File: config.mk
export PLATFORM = sky130hd
export DESIGN_NAME = fetch_decode
export DESIGN_NICKNAME = d
export VERILOG_FILES = /design/src/rtl/fetch_decode.sv
export SDC_FILE = /design/constraint.sdc
export NUM_CORES = 1
export LEC_CHECK = 0
export ABC_AREA = 1
export BUFFER_PORTS_ARGS = -buffer_cell sky130_fd_sc_hd__clkbuf_2
export CORE_ASPECT_RATIO = 0.6
export CORE_UTILIZATION = 49
export CTS_BUF_LIST = sky130_fd_sc_hd__clkbuf_8
export CTS_CLUSTER_DIAMETER = 80
export DETAILED_ROUTE_END_ITERATION = 10
export HOLD_SLACK_MARGIN = 0.06
export PLACE_DENSITY = 0.86
export REMOVE_ABC_BUFFERS = 1
export SKIP_CTS_REPAIR_TIMING = 1
export SLEW_MARGIN = 20
export SYNTH_ARGS = -nofsm -noshare
export SYNTH_HDL_FRONTEND = slang
export SYNTH_SLANG_ARGS = --single-unit
File: constraint.sdc
create_clock -name clk -period 1.45 [get_ports clk]
set_input_delay 0.0725 -clock clk [delete_from_list [all_inputs] [get_ports clk]]
set_output_delay 0.0725 -clock clk [all_outputs]
set_load 0.01 [all_outputs]
File: src/rtl/fetch_decode.sv
// Single-outstanding Wishbone fetch engine with a one-cycle field decoder.
// Reads land in o_instruction and are split into fields the cycle after o_fetch_done.
module fetch_decode (
  input  logic        clk,
  input  logic        reset,
  input  logic        i_enable,
  input  logic [31:0] i_pc,
  input  logic        i_we,
  input  logic [31:0] i_wdata,
  output logic        o_wb_cyc,
  output logic        o_wb_stb,
  output logic        o_wb_we,
  output logic [31:0] o_wb_addr,
  output logic [31:0] o_wb_data,
  input  logic        i_wb_ack,
  input  logic [31:0] i_wb_data,
  output logic [31:0] o_instruction,
  output logic        o_fetch_done,
  output logic [3:0]  o_opcode,
  output logic [3:0]  o_extra,
  output logic [3:0]  o_operandA,
  output logic [3:0]  o_operandB,
  output logic [15:0] o_immediate,
  output logic        o_decode_done
);

  typedef enum logic [1:0] {StIdle, StBus, StDone} state_e;

  state_e      state_q, state_d;
  logic [31:0] addr_q, data_q, instr_q;
  logic        we_q;
  logic [3:0]  opcode_q, extra_q, operand_a_q, operand_b_q;
  logic [15:0] imm_q;
  logic        decode_done_q;

  logic        start, read_ack, decode;

  always_comb begin
    state_d  = state_q;
    start    = 1'b0;
    read_ack = 1'b0;
    decode   = 1'b0;
    unique case (state_q)
      StIdle: begin
        if (i_enable) begin
          start   = 1'b1;
          state_d = StBus;
        end
      end
      StBus: begin
        if (i_wb_ack) begin
          read_ack = ~we_q;
          state_d  = StDone;
        end
      end
      StDone: begin
        decode  = ~we_q;
        state_d = StIdle;
      end
      default: state_d = StIdle;
    endcase
  end

  always_ff @(posedge clk) begin
    if (!reset) begin
      state_q       <= StIdle;
      addr_q        <= '0;
      data_q        <= '0;
      we_q          <= 1'b0;
      instr_q       <= '0;
      opcode_q      <= '0;
      extra_q       <= '0;
      operand_a_q   <= '0;
      operand_b_q   <= '0;
      imm_q         <= '0;
      decode_done_q <= 1'b0;
    end else begin
      state_q       <= state_d;
      decode_done_q <= decode;
      if (start) begin
        addr_q <= i_pc;
        data_q <= i_wdata;
        we_q   <= i_we;
      end
      if (read_ack) begin
        instr_q <= i_wb_data;
      end
      if (decode) begin
        opcode_q    <= instr_q[31:28];
        extra_q     <= instr_q[27:24];
        operand_a_q <= instr_q[23:20];
        operand_b_q <= instr_q[19:16];
        imm_q       <= instr_q[15:0];
      end
    end
  end

  // Address/data persist while idle; only cyc/stb (and we) are qualified by state.
  assign o_wb_cyc      = (state_q == StBus);
  assign o_wb_stb      = (state_q == StBus);
  assign o_wb_we       = (state_q == StBus) & we_q;
  assign o_wb_addr     = addr_q;
  assign o_wb_data     = data_q;
  assign o_instruction = instr_q;
  assign o_fetch_done  = (state_q == StDone);
  assign o_opcode      = opcode_q;
  assign o_extra       = extra_q;
  assign o_operandA    = operand_a_q;
  assign o_operandB    = operand_b_q;
  assign o_immediate   = imm_q;
  assign o_decode_done = decode_done_q;

endmodule

==> impl_metrics.toml, run 1 <==
[run_status]
outcome = "finished, violations left"
failed_checks = "DRC"

[sta]
layout_worst_path_cycle_share_pct = 94.92
final_hold_violation_count = 0
worst_clock_skew_ns = 0.01122
slew_headroom_pct = 79.58
final-max-slew-violation-count = 0
fin_hold_ws_ns = 0.06688
worstMarginPinSlew_ns = 0.3063
max_freq_ghz = 0.7266
finalSetupViolCount = 0
final.min_clock_period_ns = 1.376
grt_setup_unrepaired = "false"

[power]
leakage_nw = 4.407
power_switching_share_pct = 28.18
share_seq_of_total_power_pct = 44.7
power.clock.fraction_pct = 36.6
comb_power_share_pct = 18.7
switching_power_mw = 2.539
finalPower_mw = 9.011
p_per_cell_area_nw_per_um2 = 1093
ir_drop_v = 0.0006638
p_int_mw = 6.471

[clock_tree]
cts_root_buffer = "clkbuf_8"
tritoncts_buffers = 17
worstSkewPairLatency_ns = 0.42
reg_clk_slew_reported_paths_ns = 0.08
cts_tree = "built"
number_of_buffers_on_the_longest_clock_path = 2
cts-htree-levels = 4
clock_sink_count = 132

[setup_path]
critPathRequiredTime_ns = 1.80
critical_path_startpoint_category = "flop"
timing.critical_path.slowest_stage_cell = "dfxtp_2"
cells_traversed_along_the_worst_timing_path = "nor2_4, nand2_1, inv_2, clkbuf_16, nor2_1, nor2_1"
critPathTopFamily = "buffers and inverters"
critPathArrivalTime_ns = 1.73
cp_num_buf_inv = 2
class_of_the_most_critical_setup_path = "reg2reg"
cp-end-kind = "flop"
worst_path_largest_cell_delay_ns = 0.37
cp_common_cell = "nor2_1"
critical_path.max_fanout = 24

[yosys]
ys_ff_latch = 132
synthesis.instances = 784
synth_area_leader_cell = "dfxtp_1"
synthesis.yosys.warnings = 0
synth_sequential_area_ratio_pct = 48.41
post_synth_num_cell_types = 15
synth_area_per_cell_um2 = 6.963
mappedNetlistArea_um2 = 5459
synth.top_cell.area_share_pct = 48.41
netlist_top_cells_area = "dfxtp_1 48%, nor2_1 18%, nand2_1 11%"

[cells_and_area]
syn2layout_area_growth_pct = 51.04
layout.filler_cells = 718
multi_input_area_um2 = 2302
mostFrequentLayoutCells = "261 x nor2_1, 232 x clkbuf_2, 165 x nand2_1, 130 x dfxtp_1, 99 x dlygate4sd3_1"
finish.net_count = 1202
final_util_pct = 77.03
final_common_cell = "nor2_1"
num_antenna_cells = 0
layout-drive-gt1-share_pct = 26.21
regArea_um2 = 2648

[detailed_routing]
post-route-drc-count = 30
first_iter_violations = 473
drt-vias-per-instance = 5.073
first_pass_iters = 10
post_drt_wl_per_cell_um = 15.21
detail_route.wirelength_um = 19060
detailroute.via_count = 6357
postRouteAntennaNets = 0

[grt]
gr-total-overflow = 0
grt_first_pass_wirelength_um = 22970
antenna_found_initial = 0
grt_pass1_vias = 4819
globalRouteTotalUtil_pct = 24.78
grt_start_max_net_pins = 66

[floorplanning]
die-area_um2 = 11580
i_o_pin_count = 234
start_util_pct = 51.00
core-area_um2 = 10700
die_boundary_height_um = 83.76
die-width_um = 138.3
placement_rows = 29

[place]
post-dp-hpwl_um = 9554
port-buffer-count = 233
finalWeightedCongestion = 0.7935

[job]
maximum_capacitance_violations = 0

[min_path]
hold_path_class = "in2reg"
kinds of logic (layout without fill, tap and decap cells):
group                  Yosys count  after routing  synth area share, %
AO/OA/AOI/OAI                    1              1              0.09159
AND/OR/NAND/NOR                529            529                41.76
flip-flops                     132            132                48.41
buffers and inverters          122            452                9.741
cells in the mapped netlist (all sizes together):
cell    instances
nor3            1
buf            48
dfxtp         132
a21oi           1
nor2          265
inv            70
nand3          33
nand3b         65
clkbuf          4
nand2         165
worst paths after layout:
kind,slack (ns),to,cells past startpoint,from
max reg2reg,0.07,o_wb_addr[0],6,state_q[1]
min reg2reg,0.49,o_wb_addr[13],2,o_wb_addr[13]
max,0.07,o_wb_addr[0],6,state_q[1]
min,0.07,o_wb_data[13],4,i_wdata[13]
power groups by stage:
stage / combinational [mW] / sequential [mW] / clock (mW)
after floorplan: 0.572 / 4.19 / 0
after global placement: 1.31 / 4.08 / 0
after detailed placement: 1.33 / 4.09 / 0
after CTS: 1.34 / 4.01 / 3.34
after global routing: 1.82 / 4.05 / 3.53
final: 1.68 / 4.03 / 3.30
state kept, by name, summed over array words and instances, names as in the netlist:
register	flops
o_decode_done	1
o_extra	4
o_immediate	16
o_instruction	32
o_opcode	4
o_operandA	4
o_operandB	4
o_wb_addr	32
o_wb_data	32
state_q	2
we_q	1
tightest hold or removal path, stage by stage:
cell and delay, ns:
clkbuf_2 0.08, nand3b_1 0.10, nand2_1 0.08, nor2_1 0.10
stage by stage:
step,cells,instance area [um2],TNS [ns],worst slack (ns)
2_1_floorplan,732,5190,-105.43,-1.209
3_3_place_gp,1119,6758,0,0.2057
3_5_place_dp,1119,6758,0,0.1202
4_1_cts,1151,7187,-0.1564,-0.08016
5_1_grt,1253,8245,0,0.003487
6_report,1253,8245,0,0.07368
final cells by class:
type,instances,area share [%]
flip-flops and latches,132,32.11
repair buffers,350,29.47
multi-input cells,530,27.92
clock buffers,20,3.338
inverters,70,3.187
well taps,139,2.109
clock inverters,12,1.866
per-layer routing:
layer	track usage [%]	part of all wire, %	vias up
met1	30.86	38	2882
li1	-	-	2986
met5	0	0	-
met3	7.573	9.5	75
met4	8.580	3.8	0
met2	40.91	48	414
(Power assumes the default switching activity.)
==> run 2, diff against run 1 <==
==> constraint.sdc (replaced) <==
create_clock -name clk -period 1.4 [get_ports clk]
set_input_delay 0.07 -clock clk [delete_from_list [all_inputs] [get_ports clk]]
set_output_delay 0.07 -clock clk [all_outputs]
set_load 0.01 [all_outputs]
==> impl_metrics.toml, run 2 (synthesized netlist as in run 1, its figures left out) <==
[run_status]
outcome = "finished, violations left"
failed_checks = "DRC"

[cells_and_area]
layout.filler_cells = 717
finish.net_count = 1205
post_layout_nonfiller_instances = 1253
multi_input_area_um2 = 2302
final_common_cell = "nor2_1"
stdcell_area_um2 = 8138
layout-drive-gt1-share_pct = 26.21
mostFrequentLayoutCells = "261 x nor2_1, 232 x clkbuf_2, 165 x nand2_1, 130 x dfxtp_1, 100 x dlygate4sd3_1"
num_antenna_cells = 0
regArea_um2 = 2648
syn2layout_area_growth_pct = 49.07

[job]
maximum_capacitance_violations = 0

[sta]
layout_worst_path_cycle_share_pct = 94.80
max_freq_ghz = 0.7535
worst_clock_skew_ns = 0.01280
finalSetupViolCount = 0
slew_headroom_pct = 78.96
worstMarginPinSlew_ns = 0.3156
final.min_clock_period_ns = 1.327
final_hold_violation_count = 0
final-max-slew-violation-count = 0

[clock_tree]
cts_root_buffer = "clkbuf_8"
cts-htree-levels = 4
clock_sink_count = 132
cts_tree = "built"
tritoncts_buffers = 17
reg_clk_slew_reported_paths_ns = 0.08
number_of_buffers_on_the_longest_clock_path = 2
worstSkewPairLatency_ns = 0.42

[power]
ir_drop_v = 0.0007781
leakage_nw = 4.371
p_per_cell_area_nw_per_um2 = 1047
finalPower_mw = 8.520

[detailed_routing]
post-route-drc-count = 30
detail_route.wirelength_um = 17700
first_pass_iters = 9
drt-vias-per-instance = 4.881
post_drt_wl_per_cell_um = 14.12
detailroute.via_count = 6116
first_iter_violations = 377
postRouteAntennaNets = 0

[setup_path]
critPathArrivalTime_ns = 1.67
ff2ff_setup_slack_ns = 0.07
cp-end-kind = "flop"
class_of_the_most_critical_setup_path = "reg2reg"
critical_path.max_fanout = 65
critical_path_startpoint_category = "flop"
critPathRequiredTime_ns = 1.74

[grt]
globalRouteTotalUtil_pct = 24.45
antenna_found_initial = 0
gr-total-overflow = 0
grt_first_pass_wirelength_um = 22840
grt_pass1_vias = 4850
grt_start_max_net_pins = 66

[floorplanning]
die-area_um2 = 11580
core-area_um2 = 10700
die_boundary_height_um = 83.76
die-width_um = 138.3
i_o_pin_count = 234
placement_rows = 29
start_util_pct = 51.00

[place]
placed_cell_area_um2 = 6758
finalWeightedCongestion = 0.7933
post-dp-hpwl_um = 9411
numPlacedInstances = 1119
port-buffer-count = 233

[min_path]
hold_path_class = "reg2reg"
## run 2: cell count changes in the layout (fill, tap and decap cells not counted)
| cell | before | now |
|---|---|---|
| buf_4 | 9 | 12 |
| bufinv_16 | 3 | 0 |
| clkbuf_16 | 2 | 1 |
| clkbuf_8 | 20 | 18 |
| clkinv_2 | 1 | 7 |
| clkinvlp_4 | 5 | 3 |
| dlygate4sd3_1 | 99 | 100 |
| inv_1 | 68 | 67 |
| inv_6 | 1 | 0 |
## run 2: metrics by stage
step | utilization [%] | hold WS, ns | setup TNS [ns] | setup WS, ns
6_report | 76.03 | 0.4817 | 0 | 0.07286
3_5_place_dp | 63.13 | 0.3784 | 0 | 0.1599
5_1_grt | 76.03 | 0.4960 | -0.02265 | -0.02265
3_3_place_gp | 63.13 | 0.3698 | 0 | 0.2250
2_1_floorplan | - | 0.1904 | -111.98 | -1.259
4_1_cts | 66.07 | -0.08608 | -0.2595 | -0.1300
## run 2: critical path, stage by stage, from the launching register on
cell and delay (ns):
dfxtp_2 0.37, nor2_4 0.14, nand2_1 0.09, inv_2 0.07, buf_12 0.25, nor2_1 0.10, nor2_1 0.17
## run 2: cell type report
class / count / area share, %
Sequential cell: 132 / 32.53
Inverter: 70 / 3.229
Clock buffer: 18 / 3.044
Clock inverter: 11 / 0.8149
Tap cell: 139 / 2.137
Timing Repair Buffer: 353 / 29.95
Multi-Input combinational cell: 530 / 28.29
## run 2: final timing paths
kind	start	end	cells past startpoint
worst min-delay path	o_wb_addr[15]	o_wb_addr[15]	2
worst max-delay path	state_q[1]	o_wb_data[18]	6
worst min register to register	o_wb_addr[15]	o_wb_addr[15]	2
worst max register to register	state_q[1]	o_wb_data[18]	6
## run 2: report_power, final
group          switching (mW)  internal [mW]  leakage, nW  total, mW
clock network            1.43           1.22        0.161       2.64
registers               0.162           4.01         1.08       4.17
logic                   0.919          0.790         3.13       1.71
total                    2.51           6.01         4.37       8.52
## run 2: layer usage
layer | share of wire, % | global-route usage (%)
met5 | 0 | 0
met1 | 41 | 30.53
met3 | 8.5 | 9.409
met2 | 48 | 38.64
met4 | 3.1 | 8.478
==> run 3, diff against run 2 <==
--- a/config.mk
+++ b/config.mk
@@ -5,15 +5,15 @@
 export SDC_FILE = /design/constraint.sdc
 export NUM_CORES = 1
 export LEC_CHECK = 0
-export ABC_AREA = 1
+export ABC_AREA = 0
 export BUFFER_PORTS_ARGS = -buffer_cell sky130_fd_sc_hd__clkbuf_2
 export CORE_ASPECT_RATIO = 0.6
-export CORE_UTILIZATION = 49
+export CORE_UTILIZATION = 44
 export CTS_BUF_LIST = sky130_fd_sc_hd__clkbuf_8
 export CTS_CLUSTER_DIAMETER = 80
 export DETAILED_ROUTE_END_ITERATION = 10
 export HOLD_SLACK_MARGIN = 0.06
-export PLACE_DENSITY = 0.86
+export PLACE_DENSITY = 0.83
 export REMOVE_ABC_BUFFERS = 1
 export SKIP_CTS_REPAIR_TIMING = 1
 export SLEW_MARGIN = 20
==> constraint.sdc (replaced) <==
create_clock -name clk -period 1.1 [get_ports clk]
set_input_delay 0.055 -clock clk [delete_from_list [all_inputs] [get_ports clk]]
set_output_delay 0.055 -clock clk [all_outputs]
set_load 0.01 [all_outputs]
==> impl_metrics.toml, run 3 <==
[sta]
grt_setup_unrepaired = "true"
max_freq_ghz = 0.6911
slew_headroom_pct = 64.93
layout_worst_path_cycle_share_pct = 131.5
final-max-slew-violation-count = 0
final.min_clock_period_ns = 1.447
worstMarginPinSlew_ns = 0.5242
worst_slack_ns = -0.3470
final_hold_violation_count = 0
worst_clock_skew_ns = 0.01745
finalSetupViolCount = 135

[setup_path]
class_of_the_most_critical_setup_path = "reg2out"
critical_path.max_fanout = 3
critical_path_startpoint_category = "flop"
critPathRequiredTime_ns = 1.04
critPathArrivalTime_ns = 1.39
cp-end-kind = "primary output"

[yosys]
synth_area_per_cell_um2 = 9.490
synthesis.instances = 539
synth_edf_count = 0
synth.top_cell.area_share_pct = 51.66
synthFlopType = "dfxtp_1"
post_synth_num_cell_types = 20
synth.top_cells.by_count = "226 x nand2_1, 132 x dfxtp_1, 129 x mux2i_1"
synth_area_leader_cell = "dfxtp_1"
netlist_top_cells_area = "dfxtp_1 52%, mux2i_1 25%, nand2_1 17%"
synth_sequential_area_ratio_pct = 51.66
mappedNetlistArea_um2 = 5115
async_flop_share_pct = 0
synthesis.yosys.warnings = 0
ys_ff_latch = 132
synth_most_common_cell = "nand2_1"

[detailed_routing]
detail_route.wirelength_um = 17270
drt-vias-per-instance = 4.770
post-route-drc-count = 0
post_drt_wl_per_cell_um = 16.05
first_pass_iters = 4
first_iter_violations = 215
postRouteAntennaNets = 0
detailroute.via_count = 5132

[grt]
globalRouteTotalUtil_pct = 19.74
grt_pass1_vias = 3970
grt_first_pass_wirelength_um = 18870
grt_start_max_net_pins = 41
grt-busiest-layer = "met2"
grt_util_met2_pct = 30.78
antenna_found_initial = 0
globalRouteMet3Util_pct = 6.477
grt_util_met1_pct = 25.40
gr-total-overflow = 0

[run_status]
outcome = "finished, violations left"
failed_checks = "setup timing"

[min_path]
hold_path_class = "in2reg"

[place]
preCtsSetupSlack_ns = -0.2658
post-dp-hpwl_um = 9093
port-buffer-count = 233
finalWeightedCongestion = 0.7481

[cells_and_area]
syn2layout_area_growth_pct = 64.75
layout.filler_cells = 704
final_util_pct = 74.58
layout-drive-gt1-share_pct = 35.37
finish.net_count = 1004
final_common_cell = "clkbuf_2"
num_antenna_cells = 0
mostFrequentLayoutCells = "231 x clkbuf_2, 226 x nand2_1, 130 x dfxtp_1, 126 x mux2i_1, 104 x dlygate4sd3_1"

[clock_tree]
clock_sink_count = 132
cts_tree = "built"
cts-htree-levels = 4
reg_clk_slew_reported_paths_ns = 0.08
tritoncts_buffers = 17
worstSkewPairLatency_ns = 0.42
cts_root_buffer = "clkbuf_8"
number_of_buffers_on_the_longest_clock_path = 2

[floorplanning]
placement_rows = 30
core-area_um2 = 11300
start_util_pct = 45.27
die-width_um = 141.2
die_boundary_height_um = 85.52
die-area_um2 = 12070
i_o_pin_count = 234

[job]
maximum_capacitance_violations = 0

[power]
p_per_cell_area_nw_per_um2 = 1300
ir_drop_v = 0.0007111
leakage_nw = 4.142
==> run 3: cell count changes after synthesis, moves of 14 or more <==
cell / before / now
mux2i_1: 0 / 129
buf_2: 23 / 5
nand3_1: 33 / 0
clkbuf_1: 4 / 18
inv_1: 67 / 1
nor2_1: 262 / 1
nand3b_1: 65 / 0
nand2_1: 165 / 226
==> run 3: final cells by class <==
type / instances / area, um2 / area share [%]
clock buffer: 18 / 247.7 / 2.940
clock inverter: 14 / 128.9 / 1.529
inverter: 1 / 3.754 / 0.04454
multi-input combinational: 365 / 2253 / 26.74
sequential: 132 / 2648 / 31.42
tap: 160 / 200.2 / 2.376
timing repair buffer: 386 / 2945 / 34.95
==> run 3: worst max-delay path, stage by stage, from the launching register on <==
cell and delay, ns:
dfxtp_2 0.36, buf_6 0.11, and2b_2 0.24, buf_4 0.14, clkbuf_2 0.12
==> run 3: cells by family after synthesis <==
family                 Yosys count  synth area share, %
and+or+nand+nor                235                17.98
AOI/OAI and AO/OA                1               0.1468
muxes                          129                25.24
DFF                            132                51.66
buffers and inverters           42                4.965
==> run 3: path summary, 6_finish.rpt <==
path                 startpoint             to  slack, ns  cells after the start
setup / recovery     state_q[1]       o_wb_stb      -0.35                      4
hold reg to reg   o_wb_addr[23]  o_wb_addr[23]       0.46                      2
setup reg to reg     state_q[0]  o_operandB[3]      -0.35                      4
hold / removal            reset     state_q[0]       0.14                      3
==> run 3: metrics by stage <==
step / TNS [ns] / power, mW / hold slack, ns / cell area, um2 / instances
2_1_floorplan: -257.91 / 5.846 / 0.1672 / 4865 / 498
6_report: -35.51 / 10.96 / 0.1423 / 8427 / 1076
4_1_cts: -30.32 / 10.42 / -0.1760 / 7000 / 957
5_1_grt: -42.20 / 11.38 / 0.1161 / 8427 / 1076
3_5_place_dp: -28.27 / 6.601 / 0.2904 / 6624 / 925
3_3_place_gp: -22.18 / 6.571 / 0.2881 / 6624 / 925
==> run 3: routing by layer <==
layer	share of wire, %	wire [um]
met1	43	7400
met4	1.4	241
met3	7.4	1286
met2	48	8344
met5	0	0
==> run 3: power by group <==
part           internal (mW)  switching, mW  leakage (nW)
sequential              5.00          0.129          1.08
clock                   1.87           2.00         0.180
combinational           1.08          0.882          2.88
